**config.mk**
```make
export PLATFORM = sky130hd
export DESIGN_NAME = seq_alu_core_flat
export DESIGN_NICKNAME = d
export VERILOG_FILES = /design/src/rtl/seq_alu_pkg.sv /design/src/rtl/seq_alu_if.sv /design/src/rtl/seq_alu_mul_iter.sv /design/src/rtl/seq_alu_core.sv /design/src/flat_wrapper.sv
export SDC_FILE = /design/constraint.sdc
export NUM_CORES = 1
export LEC_CHECK = 0
export CAP_MARGIN = 10
export CORE_MARGIN = 3
export CORE_UTILIZATION = 50
export DETAILED_ROUTE_END_ITERATION = 8
export PLACE_DENSITY = 0.73
export SYNTH_ARGS = -nofsm -noshare
export SYNTH_HDL_FRONTEND = slang
export SYNTH_SLANG_ARGS = --single-unit
```
**constraint.sdc**
```tcl
create_clock -name clk -period 2.55 [get_ports clk]
set_input_delay 0.51 -clock clk [delete_from_list [all_inputs] [get_ports clk]]
set_output_delay 0.51 -clock clk [all_outputs]
set_load 0.01 [all_outputs]
```
**src/rtl/seq_alu_pkg.sv**
```systemverilog
// +----------------------------------------------------------------------------+
// | seq_alu_pkg : opcode and FSM state encodings for the sequential ALU core   |
// | Rev 1.0                                                                    |
// +----------------------------------------------------------------------------+
`default_nettype none

package seq_alu_pkg;

  localparam int OP_W = 3;

  typedef enum logic [OP_W-1:0] {
    OP_ADD = 3'b000,
    OP_SUB = 3'b001,
    OP_AND = 3'b010,
    OP_OR  = 3'b011,
    OP_XOR = 3'b100,
    OP_SHL = 3'b101,
    OP_SHR = 3'b110,
    OP_MUL = 3'b111
  } op_e;

  typedef enum logic [1:0] {
    IDLE = 2'd0,
    EXEC = 2'd1,
    MUL  = 2'd2
  } state_e;

endpackage

`default_nettype wire

```
**src/rtl/seq_alu_if.sv**
```systemverilog
// +----------------------------------------------------------------------------+
// | seq_alu_if : request/result bundle between the operand wrapper and core    |
// | Rev 1.0                                                                    |
// +----------------------------------------------------------------------------+
`default_nettype none

interface seq_alu_if #(
  parameter int WIDTH = 8
);
  logic                 start;
  logic [2:0]           op;
  logic [WIDTH-1:0]     a;
  logic [WIDTH-1:0]     b;
  logic                 acc_sel;
  logic [2*WIDTH-1:0]   result;
  logic                 zero;
  logic                 carry;
  logic                 overflow;
  logic                 valid;
  logic                 busy;
  logic                 err;

  modport master (
    output start, op, a, b, acc_sel,
    input  result, zero, carry, overflow, valid, busy, err
  );

  modport slave (
    input  start, op, a, b, acc_sel,
    output result, zero, carry, overflow, valid, busy, err
  );
endinterface

`default_nettype wire

```
**src/rtl/seq_alu_mul_iter.sv**
```systemverilog
// +----------------------------------------------------------------------------+
// | seq_alu_mul_iter : iterative shift-add unsigned multiplier                 |
// | Rev 1.0                                                                    |
// +----------------------------------------------------------------------------+
`default_nettype none

module seq_alu_mul_iter #(
  parameter int WIDTH = 8
) (
  input  wire logic                 clk,
  input  wire logic                 rst_n,
  input  wire logic                 load,
  input  wire logic [WIDTH-1:0]     a,
  input  wire logic [WIDTH-1:0]     b,
  output logic                      done,
  output logic [2*WIDTH-1:0]        product
);

  localparam int                CNT_W  = $clog2(WIDTH + 1);
  localparam logic [CNT_W-1:0]  C_LAST = CNT_W'(WIDTH);

  logic                 r_run;
  logic [CNT_W-1:0]     r_cnt;
  logic [2*WIDTH-1:0]   r_mcand;
  logic [2*WIDTH-1:0]   r_prod;
  logic [WIDTH-1:0]     r_mplier;

  // Bit 0 is folded into the load cycle so the product is final after
  // WIDTH-1 further edges and the core can register it on edge k+WIDTH.
  always_ff @(posedge clk or negedge rst_n) begin
    if (!rst_n) begin
      r_run    <= 1'b0;
      r_cnt    <= '0;
      r_mcand  <= '0;
      r_prod   <= '0;
      r_mplier <= '0;
    end else if (load) begin
      r_run    <= 1'b1;
      r_cnt    <= CNT_W'(1);
      r_prod   <= b[0] ? {{WIDTH{1'b0}}, a} : '0;
      r_mcand  <= {{(WIDTH-1){1'b0}}, a, 1'b0};
      r_mplier <= b >> 1;
    end else if (r_run) begin
      if (r_cnt == C_LAST) begin
        r_run <= 1'b0;
      end else begin
        r_prod   <= r_prod + (r_mplier[0] ? r_mcand : '0);
        r_mcand  <= r_mcand << 1;
        r_mplier <= r_mplier >> 1;
        r_cnt    <= r_cnt + 1'b1;
      end
    end
  end

  assign done    = r_run && (r_cnt == C_LAST);
  assign product = r_prod;

endmodule

`default_nettype wire

```
**src/rtl/seq_alu_core.sv**
```systemverilog
// +----------------------------------------------------------------------------+
// | seq_alu_core : multi-cycle ALU, start/busy/valid handshake, acc chaining   |
// | Optional multiplier: define SEQ_ALU_MUL_EN.              Rev 1.0           |
// +----------------------------------------------------------------------------+
`default_nettype none

module seq_alu_core #(
  parameter int WIDTH = 8
) (
  input  wire logic   clk,
  input  wire logic   rst_n,
  seq_alu_if.slave    bus
);
  import seq_alu_pkg::*;

  localparam int SH_W = (WIDTH > 1) ? $clog2(WIDTH) : 1;

  state_e               r_state;
  state_e               w_next;
  op_e                  r_op;
  logic [WIDTH-1:0]     r_a;
  logic [WIDTH-1:0]     r_b;
  logic [2*WIDTH-1:0]   r_result;
  logic                 r_zero;
  logic                 r_carry;
  logic                 r_ovf;
  logic                 r_valid;
  logic                 r_err;

  logic                 w_accept;
  logic                 w_done;
  logic [WIDTH-1:0]     w_a_sel;
  logic [WIDTH:0]       w_sum;
  logic [WIDTH-1:0]     w_diff;
  logic [WIDTH:0]       w_shl;
  logic [WIDTH:0]       w_shr;
  logic [SH_W-1:0]      w_amt;
  logic [2*WIDTH-1:0]   w_res;
  logic                 w_carry;
  logic                 w_ovf;
  logic                 w_err;
  logic                 w_zero;
`ifdef SEQ_ALU_MUL_EN
  logic                 w_mul_load;
  logic                 w_mul_done;
  logic [2*WIDTH-1:0]   w_product;
`endif

  assign w_a_sel = bus.acc_sel ? r_result[WIDTH-1:0] : bus.a;

  always_ff @(posedge clk or negedge rst_n) begin
    if (!rst_n) r_state <= IDLE;
    else        r_state <= w_next;
  end

  always_comb begin
    w_next   = r_state;
    w_accept = 1'b0;
    w_done   = 1'b0;
`ifdef SEQ_ALU_MUL_EN
    w_mul_load = 1'b0;
`endif
    unique case (r_state)
      IDLE: begin
        if (bus.start) begin
          w_accept = 1'b1;
          w_next   = EXEC;
`ifdef SEQ_ALU_MUL_EN
          if (op_e'(bus.op) == OP_MUL) begin
            w_next     = MUL;
            w_mul_load = 1'b1;
          end
`endif
        end
      end
      EXEC: begin
        w_done = 1'b1;
        w_next = IDLE;
      end
      MUL: begin
`ifdef SEQ_ALU_MUL_EN
        if (w_mul_done) begin
          w_done = 1'b1;
          w_next = IDLE;
        end
`else
        w_next = IDLE;
`endif
      end
      default: w_next = IDLE;
    endcase
  end

`ifdef SEQ_ALU_MUL_EN
  seq_alu_mul_iter #(.WIDTH(WIDTH)) u_mul (
    .clk     (clk),
    .rst_n   (rst_n),
    .load    (w_mul_load),
    .a       (w_a_sel),
    .b       (bus.b),
    .done    (w_mul_done),
    .product (w_product)
  );
`endif

  always_ff @(posedge clk or negedge rst_n) begin
    if (!rst_n) begin
      r_op <= OP_ADD;
      r_a  <= '0;
      r_b  <= '0;
    end else if (w_accept) begin
      r_op <= op_e'(bus.op);
      r_a  <= w_a_sel;
      r_b  <= bus.b;
    end
  end

  // Extra guard bit on the shifters captures the last bit shifted out.
  assign w_sum  = {1'b0, r_a} + {1'b0, r_b};
  assign w_diff = r_a - r_b;
  assign w_amt  = r_b[SH_W-1:0];
  assign w_shl  = {1'b0, r_a} << w_amt;
  assign w_shr  = {r_a, 1'b0} >> w_amt;

  always_comb begin
    w_res   = '0;
    w_carry = 1'b0;
    w_ovf   = 1'b0;
    w_err   = 1'b0;
    case (r_op)
      OP_ADD: begin
        w_res   = {{(WIDTH-1){1'b0}}, w_sum};
        w_carry = w_sum[WIDTH];
        w_ovf   = (r_a[WIDTH-1] == r_b[WIDTH-1]) && (w_sum[WIDTH-1] != r_a[WIDTH-1]);
      end
      OP_SUB: begin
        w_res   = {{WIDTH{1'b0}}, w_diff};
        w_carry = (r_a < r_b);
        w_ovf   = (r_a[WIDTH-1] != r_b[WIDTH-1]) && (w_diff[WIDTH-1] != r_a[WIDTH-1]);
      end
      OP_AND: w_res = {{WIDTH{1'b0}}, r_a & r_b};
      OP_OR:  w_res = {{WIDTH{1'b0}}, r_a | r_b};
      OP_XOR: w_res = {{WIDTH{1'b0}}, r_a ^ r_b};
      OP_SHL: begin
        w_res   = {{WIDTH{1'b0}}, w_shl[WIDTH-1:0]};
        w_carry = w_shl[WIDTH];
      end
      OP_SHR: begin
        w_res   = {{WIDTH{1'b0}}, w_shr[WIDTH:1]};
        w_carry = w_shr[0];
      end
      OP_MUL: begin
`ifdef SEQ_ALU_MUL_EN
        w_res = w_product;
        w_ovf = |w_product[2*WIDTH-1:WIDTH];
`else
        w_err = 1'b1;
`endif
      end
      default: w_err = 1'b1;
    endcase
  end

  // An unsupported op reports all flags clear, including zero.
  assign w_zero = ~w_err & (w_res[WIDTH-1:0] == '0);

  always_ff @(posedge clk or negedge rst_n) begin
    if (!rst_n) begin
      r_result <= '0;
      r_zero   <= 1'b0;
      r_carry  <= 1'b0;
      r_ovf    <= 1'b0;
      r_valid  <= 1'b0;
      r_err    <= 1'b0;
    end else begin
      r_valid <= w_done;
      r_err   <= w_done & w_err;
      if (w_done) begin
        r_result <= w_res;
        r_zero   <= w_zero;
        r_carry  <= w_carry;
        r_ovf    <= w_ovf;
      end
    end
  end

  assign bus.result   = r_result;
  assign bus.zero     = r_zero;
  assign bus.carry    = r_carry;
  assign bus.overflow = r_ovf;
  assign bus.valid    = r_valid;
  assign bus.err      = r_err;
  assign bus.busy     = (r_state != IDLE);

endmodule

`default_nettype wire
```
**src/flat_wrapper.sv**
```systemverilog
// flat-port wrapper written by rule: the top's interface ports become plain ports
module seq_alu_core_flat import seq_alu_pkg::*;
#(
  parameter int WIDTH = 8
)
  (clk, rst_n, bus_start, bus_op, bus_a, bus_b, bus_acc_sel, bus_result, bus_zero, bus_carry, bus_overflow, bus_valid, bus_busy, bus_err);
  seq_alu_if #(.WIDTH(WIDTH)) bus_i ();
  input  wire logic clk;
  input  wire logic rst_n;
  input wire logic [$bits(bus_i.start)-1:0] bus_start;
  input wire logic [$bits(bus_i.op)-1:0] bus_op;
  input wire logic [$bits(bus_i.a)-1:0] bus_a;
  input wire logic [$bits(bus_i.b)-1:0] bus_b;
  input wire logic [$bits(bus_i.acc_sel)-1:0] bus_acc_sel;
  output wire logic [$bits(bus_i.result)-1:0] bus_result;
  output wire logic [$bits(bus_i.zero)-1:0] bus_zero;
  output wire logic [$bits(bus_i.carry)-1:0] bus_carry;
  output wire logic [$bits(bus_i.overflow)-1:0] bus_overflow;
  output wire logic [$bits(bus_i.valid)-1:0] bus_valid;
  output wire logic [$bits(bus_i.busy)-1:0] bus_busy;
  output wire logic [$bits(bus_i.err)-1:0] bus_err;
  assign bus_i.start = bus_start;
  assign bus_i.op = bus_op;
  assign bus_i.a = bus_a;
  assign bus_i.b = bus_b;
  assign bus_i.acc_sel = bus_acc_sel;
  assign bus_result = bus_i.result;
  assign bus_zero = bus_i.zero;
  assign bus_carry = bus_i.carry;
  assign bus_overflow = bus_i.overflow;
  assign bus_valid = bus_i.valid;
  assign bus_busy = bus_i.busy;
  assign bus_err = bus_i.err;
  seq_alu_core #(.WIDTH(WIDTH)) u_core (.clk(clk), .rst_n(rst_n), .bus(bus_i));
endmodule
```
==> flow_metrics.tcl <==
set metrics [dict create \
    setup_slack_ns -0.006770 \
    drt-total-wl_um 9048 \
    hp-start "u_core.bus.result[8]" \
    mostFrequentLayoutCell "clkdlybuf4s50_1" \
    num_rows 28 \
    violations "negative setup slack" \
    fin_nets 456 \
    setup_violations 1 \
    initial_utilization 0.5219 \
    worst_ir_drop_vdd_uv 560.5 \
    critPathKind "flop to flop" \
    hold_path_class "flop to flop" \
    grt.overflow.total 0 \
    holdPathStages 2 \
    multi_input_comb_area_um2 2101 \
    grt_antenna_before_repair 0 \
    diodes 0 \
    synth_async_sr_flop_share 1.000 \
    period_needed_ns 2.557 \
    wl_per_cell_um 18.77 \
    powerDensity_nw_per_um2 824.3 \
    dieHeight_um 85.08 \
    first_iter_violations 234 \
    status "complete, but fails checks" \
    grt_pass1_vias 2879 \
    hold_viol_final 0 \
    nFillCells 494 \
    ios 45 \
    r2r_cells 11 \
    hold-path-endpoint "u_core.bus.result[8]" \
    vias 2945 \
    cts_tree "yes" \
    ant_nets 0 \
    end_kind "flop" \
    maxCapViolCount 0 \
    syn2layout_area_growth_pct 26.09 \
    required_ns 2.80 \
    reg2reg_to "u_core.bus.zero" \
    routabilityCongestion 0.9112 \
    finalSetupTns_ns -0.006770 \
    synthFlopType "dfrtp_1" \
    cts_max_level 2 \
    place_ws_ns -0.09219 \
    cts_made_buffers 5 \
    seq_area_um2 853.3 \
    path_max_fanout 3 \
    grt_pass1_wl_um 14580 \
    clk_latency_ns 0.30 \
    via_per_inst 6.110 \
    core_area_um2 5991 \
    cts_max_path_buffers 2 \
    cts_root_buffer "clkbuf_8" \
    first_pass_iters 6 \
    ys_ff_latch 34 \
    seq_area_frac_synth 0.2721 \
    syn_area_per_cell_um2 8.985 \
    dp_hpwl_um 6671 \
    rrSetupSlack_ns -0.007 \
    die_area_um2 7239 \
    fmax_mhz 391.1 \
    grtUsageTotal 0.2532 \
    yosys_warnings 0 \
    grt_max_degree 35 \
    r2r_start "u_core.r_a[0]" \
    syn_inst 348 \
    p_leak_nw 1.696 \
    fp.dieW_um 85.08 \
    critPathLaunchType "flop" \
    clkSinkCount 34 \
    syn_area_um2 3127 \
    finalCritPeriodShare 1.003 \
    synth-edff-count 0 \
    drive_above_1_share 0.2211 \
    io_buffers 37 \
    drc 0 \
    slew_violations 0 \
    clock_skew_ns 0.01503 \
    rsz0062_at_grt "true" \
    mostFrequentLayoutCells "clkdlybuf4s50_1 (37), buf_4 (32), dfrtp_1 (32), nand2_1 (27), inv_1 (24)" \
    clkTransAtPathRegs_ns 0.09 \
    worstPathArrival_ns 2.81 \
    synth_cell_types 65 \
]
==> worst max-delay path by stage <==
stage | slack (ns) | startpoint | endpoint | cells past startpoint
2_1_floorplan | 0.12 | u_core.r_b[1] | u_core.bus.zero | 9
3_3_place_gp | 0.004 | u_core.r_a[0] | u_core.bus.zero | 11
3_5_place_dp | -0.09 | u_core.r_a[0] | u_core.bus.zero | 11
4_1_cts | 0.02 | u_core.r_b[0] | u_core.bus.zero | 10
5_1_grt | -0.1 | u_core.r_a[0] | u_core.bus.zero | 11
6_report | -0.007 | u_core.r_a[0] | u_core.bus.zero | 11
==> per-layer routing <==
layer | up-vias | GRT usage | part of all wire
met5 | - | 0 | 0
met4 | 0 | 0.06043 | 0.017
met3 | 19 | 0.05340 | 0.077
met2 | 158 | 0.3962 | 0.47
met1 | 1396 | 0.3600 | 0.44
li1 | 1372 | - | -
==> synth_stat cells, drive strengths merged, types with 3 or more instances <==
| library cell | count | area [µm²] |
|---|---|---|
| inv | 29 | 108.9 |
| nand2 | 27 | 101.4 |
| a2111oi | 3 | 45.04 |
| o211ai | 4 | 30.03 |
| o21ai | 19 | 95.09 |
| o21bai | 3 | 22.52 |
| o22ai | 9 | 56.30 |
| mux4 | 8 | 180.2 |
| clkbuf | 8 | 31.28 |
| o2bb2ai | 6 | 52.55 |
| dfrtp | 34 | 850.8 |
| nor2b | 6 | 40.04 |
| a22oi | 5 | 37.54 |
| nand3 | 10 | 60.06 |
| mux2i | 13 | 130.1 |
| or3 | 4 | 25.02 |
| mux2 | 14 | 157.6 |
| ha | 25 | 312.8 |
| buf | 19 | 135.1 |
| a21oi | 17 | 88.84 |
| nor3 | 11 | 55.05 |
| nand2b | 9 | 56.30 |
| nor2 | 23 | 86.33 |
==> report_power, final <==
group	switching (mW)	total [mW]	internal, mW	leakage [nW]
clock network	0.237	0.629	0.392	0.0683
logic	0.937	1.81	0.877	1.21
registers	0.144	0.806	0.663	0.416
==> worst max-delay path, cell delays in order, from the launching register on <==
cell and delay, ns:
dfrtp_1 0.44, inv_2 0.10, ha_4 0.14, inv_2 0.04, fa_2 0.36, and3b_1 0.18
o21ai_1 0.17, o31ai_2 0.12, a2111oi_4 0.34, and4b_1 0.27, and4_1 0.20, a32o_2 0.16
==> timing repair <==
item | in CTS | in global routing
pin swaps | 2 | 8
setup buffers | 2 | 2
setup endpoints to repair | 1 | 7
hold buffers | 0 | 0
resized for setup | 2 | 24
==> per-stage QoR <==
step / hold slack (ns) / power (mW) / instance area, µm² / utilization / std cells
6_report: 0.5087 / 3.250 / 3943 / 0.6581 / 482
5_1_grt: 0.5545 / 3.445 / 3943 / 0.6581 / 482
4_1_cts: 0.5216 / 3.132 / 3840 / 0.6410 / 480
3_5_place_dp: 0.4939 / 2.465 / 3680 / 0.6142 / 470
3_3_place_gp: 0.4883 / 2.450 / 3680 / 0.6142 / 470
2_1_floorplan: 0.2144 / 1.844 / 3149 / - / 354
==> cell type report <==
class | instances | area share
Multi-Input combinational cell | 264 | 0.5328
Clock inverter | 3 | 0.01745
Timing Repair Buffer | 72 | 0.1644
Tap cell | 75 | 0.02380
Clock buffer | 5 | 0.01745
Inverter | 29 | 0.02761
Sequential cell | 34 | 0.2164
==> flip-flops by register name, indices dropped and copies added, names as in the netlist <==
register / cells
u_core.r_state: 1
u_core.bus.err: 1
u_core.bus.carry: 1
u_core.r_a: 8
u_core.bus.result: 9
u_core.bus.valid: 1
u_core.bus.overflow: 1
u_core.bus.zero: 1
u_core.r_b: 8
u_core.r_op: 3
==> cell families after synthesis <==
kind of cell | after synthesis | synth area share
adders and majority gates | 27 | 0.1128
DFF | 34 | 0.2721
buffers and inverters | 56 | 0.08803
and+or+nand+nor | 102 | 0.1641
AOI/OAI and AO/OA | 91 | 0.2065
xor gates and xnor gates | 2 | 0.005603
other | 1 | 0.001199
muxes | 35 | 0.1497
No activity file was read; power rests on OpenSTA's default activity.
